**src/rtl/tiny_oram_multiport.sv**
```systemverilog
// Round-robin multi-client front door for the TinyORAM core user interface.
// One block transaction at a time; each client's address space is prefixed by its port index.
module tiny_oram_multiport #(
    parameter  int unsigned NumPorts   = 4,
    parameter  int unsigned ORAMU      = 32,
    parameter  int unsigned ORAMB      = 512,
    parameter  int unsigned FEDWidth   = 64,
    parameter  int unsigned BECMDWidth = 2,
    localparam int unsigned PW         = $clog2(NumPorts),
    localparam int unsigned PAW        = ORAMU - PW,
    localparam int unsigned BlkBeats   = ORAMB / FEDWidth
) (
    input  logic                           Clock,
    input  logic                           Reset,
    input  logic [NumPorts*BECMDWidth-1:0] PortCmd,
    input  logic [NumPorts*PAW-1:0]        PortPAddr,
    input  logic [NumPorts-1:0]            PortCmdValid,
    output logic [NumPorts-1:0]            PortCmdReady,
    input  logic [NumPorts*FEDWidth-1:0]   PortDataIn,
    input  logic [NumPorts-1:0]            PortDataInValid,
    output logic [NumPorts-1:0]            PortDataInReady,
    output logic [FEDWidth-1:0]            PortDataOut,
    output logic [NumPorts-1:0]            PortDataOutValid,
    input  logic [NumPorts-1:0]            PortDataOutReady,
    output logic [BECMDWidth-1:0]          Cmd,
    output logic [ORAMU-1:0]               PAddr,
    output logic                           CmdValid,
    input  logic                           CmdReady,
    output logic [FEDWidth-1:0]            DataIn,
    output logic                           DataInValid,
    input  logic                           DataInReady,
    input  logic [FEDWidth-1:0]            DataOut,
    input  logic                           DataOutValid,
    output logic                           DataOutReady,
    output logic [NumPorts-1:0]            Grant,
    output logic                           Busy
);
    localparam int unsigned    BCW      = $clog2(BlkBeats) + 1;
    localparam logic [BCW-1:0] LastBeat = BCW'(BlkBeats - 1);

    typedef enum logic [1:0] {
        S_IDLE,
        S_CMD,
        S_WR,
        S_RD
    } state_t;

    state_t              state_q, state_d;
    logic [PW-1:0]       gidx_q, gidx_d;
    logic [PW-1:0]       rr_q, rr_d;
    logic [NumPorts-1:0] grant_q, grant_d;
    logic [BCW-1:0]      beat_q, beat_d;

    logic [BECMDWidth-1:0] cmd_a   [NumPorts];
    logic [PAW-1:0]        paddr_a [NumPorts];
    logic [FEDWidth-1:0]   din_a   [NumPorts];

    always_comb begin
        for (int unsigned i = 0; i < NumPorts; i++) begin
            cmd_a[i]   = PortCmd[i*BECMDWidth +: BECMDWidth];
            paddr_a[i] = PortPAddr[i*PAW +: PAW];
            din_a[i]   = PortDataIn[i*FEDWidth +: FEDWidth];
        end
    end

    // First valid port at or after the round-robin pointer; index arithmetic wraps mod NumPorts.
    logic          win_vld;
    logic [PW-1:0] win_idx;

    always_comb begin
        win_vld = 1'b0;
        win_idx = '0;
        for (int unsigned k = 0; k < NumPorts; k++) begin
            if (!win_vld && PortCmdValid[rr_q + PW'(k)]) begin
                win_vld = 1'b1;
                win_idx = rr_q + PW'(k);
            end
        end
    end

    always_comb begin
        state_d          = state_q;
        gidx_d           = gidx_q;
        rr_d             = rr_q;
        grant_d          = grant_q;
        beat_d           = beat_q;
        Cmd              = '0;
        PAddr            = '0;
        CmdValid         = 1'b0;
        PortCmdReady     = '0;
        DataIn           = '0;
        DataInValid      = 1'b0;
        PortDataInReady  = '0;
        PortDataOut      = '0;
        PortDataOutValid = '0;
        DataOutReady     = 1'b0;

        unique case (state_q)
            S_IDLE: begin
                if (win_vld) begin
                    state_d = S_CMD;
                    gidx_d  = win_idx;
                    grant_d = {{(NumPorts-1){1'b0}}, 1'b1} << win_idx;
                    rr_d    = win_idx + 1'b1;
                end
            end
            S_CMD: begin
                Cmd                  = cmd_a[gidx_q];
                PAddr                = {gidx_q, paddr_a[gidx_q]};
                CmdValid             = PortCmdValid[gidx_q];
                PortCmdReady[gidx_q] = CmdReady;
                if (PortCmdValid[gidx_q] && CmdReady) begin
                    beat_d  = '0;
                    // Update/Append are writes; Read/ReadRmv are reads.
                    state_d = (cmd_a[gidx_q] < BECMDWidth'(2)) ? S_WR : S_RD;
                end
            end
            S_WR: begin
                DataIn                  = din_a[gidx_q];
                DataInValid             = PortDataInValid[gidx_q];
                PortDataInReady[gidx_q] = DataInReady;
                if (PortDataInValid[gidx_q] && DataInReady) begin
                    beat_d = beat_q + 1'b1;
                    if (beat_q == LastBeat) begin
                        state_d = S_IDLE;
                        grant_d = '0;
                    end
                end
            end
            S_RD: begin
                PortDataOut              = DataOut;
                PortDataOutValid[gidx_q] = DataOutValid;
                DataOutReady             = PortDataOutReady[gidx_q];
                if (DataOutValid && PortDataOutReady[gidx_q]) begin
                    beat_d = beat_q + 1'b1;
                    if (beat_q == LastBeat) begin
                        state_d = S_IDLE;
                        grant_d = '0;
                    end
                end
            end
            default: state_d = S_IDLE;
        endcase
    end

    always_ff @(posedge Clock or negedge Reset) begin
        if (!Reset) begin
            state_q <= S_IDLE;
            gidx_q  <= '0;
            rr_q    <= '0;
            grant_q <= '0;
            beat_q  <= '0;
        end else begin
            state_q <= state_d;
            gidx_q  <= gidx_d;
            rr_q    <= rr_d;
            grant_q <= grant_d;
            beat_q  <= beat_d;
        end
    end

    assign Grant = grant_q;
    assign Busy  = (state_q != S_IDLE);

endmodule

```
**config.mk**
```make
export PLATFORM = sky130hd
export DESIGN_NAME = tiny_oram_multiport
export DESIGN_NICKNAME = d
export VERILOG_FILES = /design/src/rtl/tiny_oram_multiport.sv
export SDC_FILE = /design/constraint.sdc
export NUM_CORES = 1
export LEC_CHECK = 0
export CORE_AREA = 5 5 251 253
export DETAILED_ROUTE_END_ITERATION = 16
export DIE_AREA = 0 0 256 258
export HOLD_SLACK_MARGIN = 0.1
export PLACE_DENSITY_LB_ADDON = 0.3
export SYNTH_ARGS = -nofsm -noshare
export SYNTH_HDL_FRONTEND = slang
export SYNTH_SLANG_ARGS = --single-unit
```
**constraint.sdc**
```tcl
create_clock -name Clock -period 1.96 [get_ports Clock]
set_clock_uncertainty 0.1 [all_clocks]
set_input_delay 0.294 -clock Clock [delete_from_list [all_inputs] [get_ports Clock]]
set_output_delay 0.294 -clock Clock [all_outputs]
set_load 0.02 [all_outputs]
```
==> results of run 1 <==
-- routing by layer --
metal | up-vias | GRT usage (%)
li1 | 3114 | -
met1 | 3400 | 14.13
met2 | 444 | 22.05
met3 | 22 | 4.761
met4 | 8 | 2.129
met5 | - | 0
-- synthesized netlist by cell type (2+ instances only) --
master / number / area share [%]
nand3b_1: 4 / 0.66
nor3_1: 6 / 0.66
a21oi_1: 4 / 0.44
and3_1: 65 / 9.0
and2_1: 37 / 5.1
dfrtp_1: 14 / 7.7
mux2i_1: 3 / 0.66
buf_4: 9 / 1.5
ha_1: 5 / 1.4
nand2b_1: 4 / 0.55
nor2_1: 13 / 1.1
o21ai_0: 2 / 0.22
clkbuf_1: 30 / 2.5
o22ai_1: 3 / 0.41
a22o_1: 4 / 0.77
inv_1: 7 / 0.58
nand2_1: 10 / 0.83
mux4_2: 97 / 48
a211oi_1: 4 / 0.66
o31ai_1: 2 / 0.33
buf_2: 10 / 1.1
nand3_1: 5 / 0.55
nor2b_1: 65 / 9.0
-- layout make-up --
| type | count | area (µm²) | share of cell area, % |
|---|---|---|---|
| antenna | 9 | 22.52 | 0.1702 |
| tap | 790 | 988.4 | 7.470 |
| inverter | 7 | 30.03 | 0.2270 |
| multi-input combinational | 355 | 4199 | 31.74 |
| clock buffer | 4 | 88.84 | 0.6714 |
| timing repair buffer | 759 | 7542 | 57.00 |
| sequential | 14 | 360.3 | 2.723 |
-- where the power goes --
group	total [mW]	switching (mW)	internal (mW)
Combinational	14.1	6.63	7.49
Clock	0.438	0.128	0.310
Sequential	0.596	0.158	0.438
-- logic make-up after synthesis --
logic type | count (synthesis)
buf+inv | 58
fa+ha+maj | 5
simple gates | 216
compound gates | 30
flops | 14
mux | 104
-- what timing repair did --
item | in CTS | in global routing
endpoints found under the setup margin | 188 | 180
resized for setup | 548 | 273
pin swaps | 15 | 30
setup buffers | 20 | 15
hold buffers | 0 | 0
cloned | 3 | 5
-- through the flow --
step	cell area [µm²]	hold slack [ps]	utilization [%]	setup TNS, ps	power, mW
6_report	13230	271.6	21.76	-31810	15.15
5_1_grt	13220	283.8	21.75	-39520	16.11
4_1_cts	12790	274.7	21.04	-38070	14.37
3_5_place_dp	12530	392.2	20.61	-55460	13.80
3_3_place_gp	12530	396.2	20.61	-54910	13.77
2_1_floorplan	4536	-101.6	-	0	7.235
-- worst register-to-register path, stage by stage (launching register included) --
cell     delay (ps)
dfrtp_4         510
buf_12          170
buf_8           140
mux4_2          380
buf_6           120
a31oi_1          80
buf_4           160
and2_4          150
a311o_1         300
-- sequential cells by signal, indices dropped and copies added (netlist names) --
name     count
rr_q         2
gidx_q       2
state_q      2
beat_q       4
Grant        4
-- worst min-delay path by stage --
stage                     startpoint  cells past startpoint         to
after floorplan                Reset                      0   Grant[0]
after global placement      Grant[3]                      1   Grant[3]
after detailed placement    Grant[2]                      1   Grant[2]
after CTS                      Reset                      2  beat_q[1]
after global routing           Reset                      2  gidx_q[0]
final                          Reset                      2  beat_q[0]
==> metrics, run 1 <==
Clk pin slew, worst setup/hold paths roughly 50 ps; remaining design rule violation count 0; synthesized-area fraction occupied by xor and xnor cells 0%; Die Y-Extent around 260 µm; Data required, critical path about 1600 ps; Max Root-Sink Buffers 2; area of the die about 0.066 mm²; chip width ~260 µm; max_cap viols 0; Setup violations, final approximately 120; number of antenna violations at the first check in global routing 17; M1 WL 17120 µm; DRT Pass-1 Iters 4; global placer's final weighted congestion roughly 0.9; synthesized area per cell approximately 11 µm²; routed vias 6988; static leakage 5.335 nW; count of flip-flops with a built-in enable after synthesis 0; number of clock sinks 14; global route total overflow 0; total of warnings raised by yosys 0; post-synthesis instance area around 0.0045 mm²; kind of critical path flop to primary output; final period utilization 121.5%; Buf+Inv Stages, Crit Path 4; total CTS buffers 3; standard cell with the maximum stage delay on the critical path mux4_2; maximum vdd drop approximately 510 µV; number of gates on the worst path with buffers counted 6; insertion delay to the later sink of the worst-skew pair roughly 250 ps; R2R depth 8; post-DR wirelength/cell between 20 and 25 µm; average via count per standard cell about 3.6; setup repair after global routing missed its margin yes; worst reg2reg path endpoint beat_q[1]; number of core rows 91; cell area power density roughly 1100 mW/mm²; sort of element at the end of the critical path primary output; number of synthesized register bits 14; class of the tightest hold or removal check primary input to async pin; main combinational cell family by area after synthesis multiplexers; cell class contributing the biggest share of worst-path delay buffers and inverters; clk root buf clkbuf_16; top fanout value on the critical path 9; leading cell types in the layout, fill and taps excluded 465 x clkdlybuf4s50_1, 97 x mux4_2, 86 x buf_4, 68 x buf_6, 65 x and3_1; Tot GR Track Use 12.30%; Post-Synth Simple-Gate Area between 20 and 30%; CTS H-Tree Depth 1; top flip-flop cell by instance count after synthesis dfrtp_1; setup slack after placement -520.0 ps; worst slew margin relative to its limit between 60% and 70%; worst setup slack for register-to-register paths -270 ps; number of standard cells after synthesis 427; share of the yosys chip area belonging to registers under 10%; nets in the synthesized netlist 897; critical path endpoint PAddr[11]; hold violation count in the final report 0; failing checks setup timing; Layout Area Growth over Synthesis 192.5%; placed wire-length estimate ~38000 µm; Floorplan Core Area between 0.06 and 0.07 mm²; largest net degree at the start of global routing between 40 and 50; antenna violation net count after detailed routing 0; number of buffers added on ports approximately 650; Initial Util around 7.4%; achievable frequency 419.8 MHz; Worst EP arrival a little under 2000 ps; layout cell share with drive strength beyond 1 around two fifths; TritonCTS clock tree yes; element type at the critical path start flop; outcome complete, but fails checks; post-route setup slack -422.3 ps; pin slew with the least headroom to its limit approximately 490 ps; detailed-routed wire length on met3 approximately 4200 µm; mux cell area share after synthesis ~50%; most frequent standard cell in the layout excluding fill and tap cells clkdlybuf4s50_1; filler cell count between 6000 and 7000; adder and majority cell fraction of the synthesized area about 1.4%; via count of the first global-routing pass ~7700; startpoint of the lowest-slack register-to-register path gidx_q[0]; timing startpoint of the critical path gidx_q[0]; Slew Viols, Final 0; met2 WL 22650 µm; NumNets Final 1610; Total Wirelength around 44000 µm; async set-reset flop share out of synthesis between 90% and 100%; cell breakdown of the critical path buf_12 -> buf_12 -> buf_6 -> mux4_2 -> and2_4 -> buf_6; DR top layer met5; number of different library cells in the post-synthesis netlist 47; violation count after the first detailed-routing iteration around 270; post-route minimum period about 2400 ps; Top Ports between 600 and 700; first-pass GRT wire length 59540 µm; Compound-Gate Fraction of Synth Area 5.588%; filler-free cell count of the finished design 1938; longest individual stage delay on the worst path around 540 ps; cell total after placement between 1500 and 2000
Power figures use the tool's default switching activity.
==> run 2: changes to the inputs <==
--- a/config.mk
+++ b/config.mk
@@ -10,6 +10,7 @@
 export DIE_AREA = 0 0 256 258
 export HOLD_SLACK_MARGIN = 0.1
 export PLACE_DENSITY_LB_ADDON = 0.3
+export SKIP_LAST_GASP = 1
 export SYNTH_ARGS = -nofsm -noshare
 export SYNTH_HDL_FRONTEND = slang
 export SYNTH_SLANG_ARGS = --single-unit
==> run 2 against run 1 <==
The run still ends with setup timing left. Largest cell class unchanged. Global-route usage about the same. Critical path depth fell by 1. Design area up 0.18%. Worst hold slack lost 1.5 ps. Maximum frequency fell by 1.1%. Core utilization about the same.
==> metrics, run 2 (synthesis results as in run 1) <==
Data required, critical path around 1600 ps; cell area power density approximately 1100 mW/mm²; sequential fraction of design power between 3 and 4%; area of the die around 0.066 mm²; DRT Pass-1 Iters 4; clock power share 2.9%; global route total overflow 0; Floorplan Core Area 0.06080 mm²; Gate power share between 90% and 100%; number of antenna violations at the first check in global routing 17; CTS H-Tree Depth 1; number of core rows 91; antenna violation net count after detailed routing 0; Die Y-Extent between 200 and 300 µm; Clk pin slew, worst setup/hold paths approximately 50 ps; Setup violations, final roughly 130; failing checks setup timing; routed vias between 7000 and 8000; via count of the first global-routing pass between 7000 and 8000; setup repair after global routing missed its margin yes; TritonCTS clock tree yes; outcome complete, but fails checks; clk root buf clkbuf_16; maximum vdd drop about 550 µV; Total Wirelength 44470 µm; violation count after the first detailed-routing iteration 328; global placer's final weighted congestion around 0.93; R2R depth 8; number of clock sinks 14; layout cell share with drive strength beyond 1 about two fifths; post-route setup slack -449.7 ps; Worst EP arrival ~2000 ps; top fanout value on the critical path 12; total chip power ~15 mW; Max Root-Sink Buffers 2; switching component of the power between 6 and 7 mW; average via count per standard cell roughly 3.6; filler cell count 6687; number of buffers added on ports around 650; Slew Viols, Final 0; element type at the critical path start flop; insertion delay to the later sink of the worst-skew pair 250 ps; kind of critical path flop to primary output; switching portion of total power 45.54%; remaining design rule violation count 0; placed wire-length estimate approximately 38000 µm; post-route minimum period 2410 ps; leading cell types in the layout, fill and taps excluded 465 x clkdlybuf4s50_1, 97 x mux4_2, 87 x buf_4, 67 x clkbuf_2, 64 x and3_1; Initial Util between 7 and 8%; most frequent standard cell in the layout excluding fill and tap cells clkdlybuf4s50_1; Top Ports around 650; achievable frequency a little over 400 MHz; worst slew margin relative to its limit 73.04%; sort of element at the end of the critical path primary output; worst slack on hold paths between 200 and 300 ps; pin slew with the least headroom to its limit between 400 and 500 ps; static leakage approximately 5.4 nW; final period utilization 122.9%; max_cap viols 0; chip width approximately 260 µm; hold violation count in the final report 0; NumNets Final between 1500 and 2000; post-DR wirelength/cell about 23 µm; internal power 8.218 mW; first-pass GRT wire length 59380 µm; largest net degree at the start of global routing 45; Tot GR Track Use 12.28%; total CTS buffers 3; class of the tightest hold or removal check primary input to async pin; Layout Area Growth over Synthesis 193.1%
==> run 2: changes by cell type in the layout (fill, tap and decap cells not counted), moves of 4 or more <==
| cell | change |
|---|---|
| and2_4 | -11 |
| nor2b_1 | +4 |
| dlygate4sd2_1 | +16 |
| clkdlybuf4s15_2 | +14 |
| clkbuf_2 | +25 |
| nor2b_4 | -5 |
| buf_6 | -12 |
| buf_2 | -17 |
| and2_1 | +11 |
| clkdlybuf4s15_1 | -6 |
| nor2_4 | +4 |
==> run 2: per-layer routing <==
layer | routed length [µm] | GRT usage (%) | part of all wire (%)
met5 | 42 | 0 | 0.094
met4 | 408 | 2.009 | 0.92
met3 | 4239 | 4.634 | 9.5
met2 | 22830 | 22.09 | 51
met1 | 16940 | 14.15 | 38
==> run 2: metrics by stage <==
| step | area, µm² | TNS [ps] | instances | worst slack [ps] | utilization, % |
|---|---|---|---|---|---|
| final | 13260 | -37280 | 1955 | -449.7 | 21.80 |
| after global placement | 12530 | -54910 | 1886 | -527.9 | 20.61 |
| after CTS | 12930 | -44270 | 1913 | -517.1 | 21.27 |
| after detailed placement | 12530 | -55460 | 1886 | -520.0 | 20.61 |
| after global routing | 13250 | -46650 | 1952 | -521.8 | 21.79 |
| after floorplan | 4536 | 0 | 427 | 48.26 | - |
==> run 2: what timing repair did <==
| item | CTS | global route |
|---|---|---|
| buffers inserted | 20 | 35 |
| hold buffers | 0 | 0 |
| pin swaps | 15 | 25 |
| setup endpoints to repair | 188 | 180 |
| gates cloned | 3 | 4 |
| gates resized for setup | 431 | 259 |
==> run 2: worst paths after layout <==
kind	slack, ps	to	start
min in group Clock	390	Grant[2]	Grant[2]
min	270	beat_q[0]	Reset
min reg2reg	390	Grant[2]	Grant[2]
max	-450	Cmd[0]	gidx_q[0]
max reg2reg	-290	beat_q[1]	gidx_q[0]
max in group asynchronous	1270	gidx_q[1]	Reset
==> run 2: area by class of cell <==
class	instances	area (µm²)	share of cell area [%]
tap	790	988.4	7.457
inverter	7	30.03	0.2265
timing repair buffer	777	7625	57.52
clock buffer	4	88.84	0.6702
antenna	8	20.02	0.1510
multi-input combinational	355	4143	31.25
sequential	14	360.3	2.719
==> run 2: power groups by stage <==
stage / combinational, mW / sequential, mW / clock (mW)
3_3_place_gp: 13.1 / 0.681 / 0
3_5_place_dp: 13.1 / 0.687 / 0
5_1_grt: 15.0 / 0.618 / 0.469
6_report: 14.1 / 0.595 / 0.439
4_1_cts: 13.4 / 0.590 / 0.460
2_1_floorplan: 6.67 / 0.561 / 0
==> run 2: critical path, cell delays in order, from the launching register on <==
cell	delay (ps)
dfrtp_4	460
buf_12	170
buf_16	150
mux4_2	480
and2_1	170
dlygate4sd2_1	320
==> run 3: changes to the inputs <==
--- a/config.mk
+++ b/config.mk
@@ -5,6 +5,7 @@
 export SDC_FILE = /design/constraint.sdc
 export NUM_CORES = 1
 export LEC_CHECK = 0
+export CAP_MARGIN = 20
 export CORE_AREA = 5 5 251 253
 export DETAILED_ROUTE_END_ITERATION = 16
 export DIE_AREA = 0 0 256 258
==> results of run 3 <==
Final layout, timing and power as in run 2 (identical DEF).
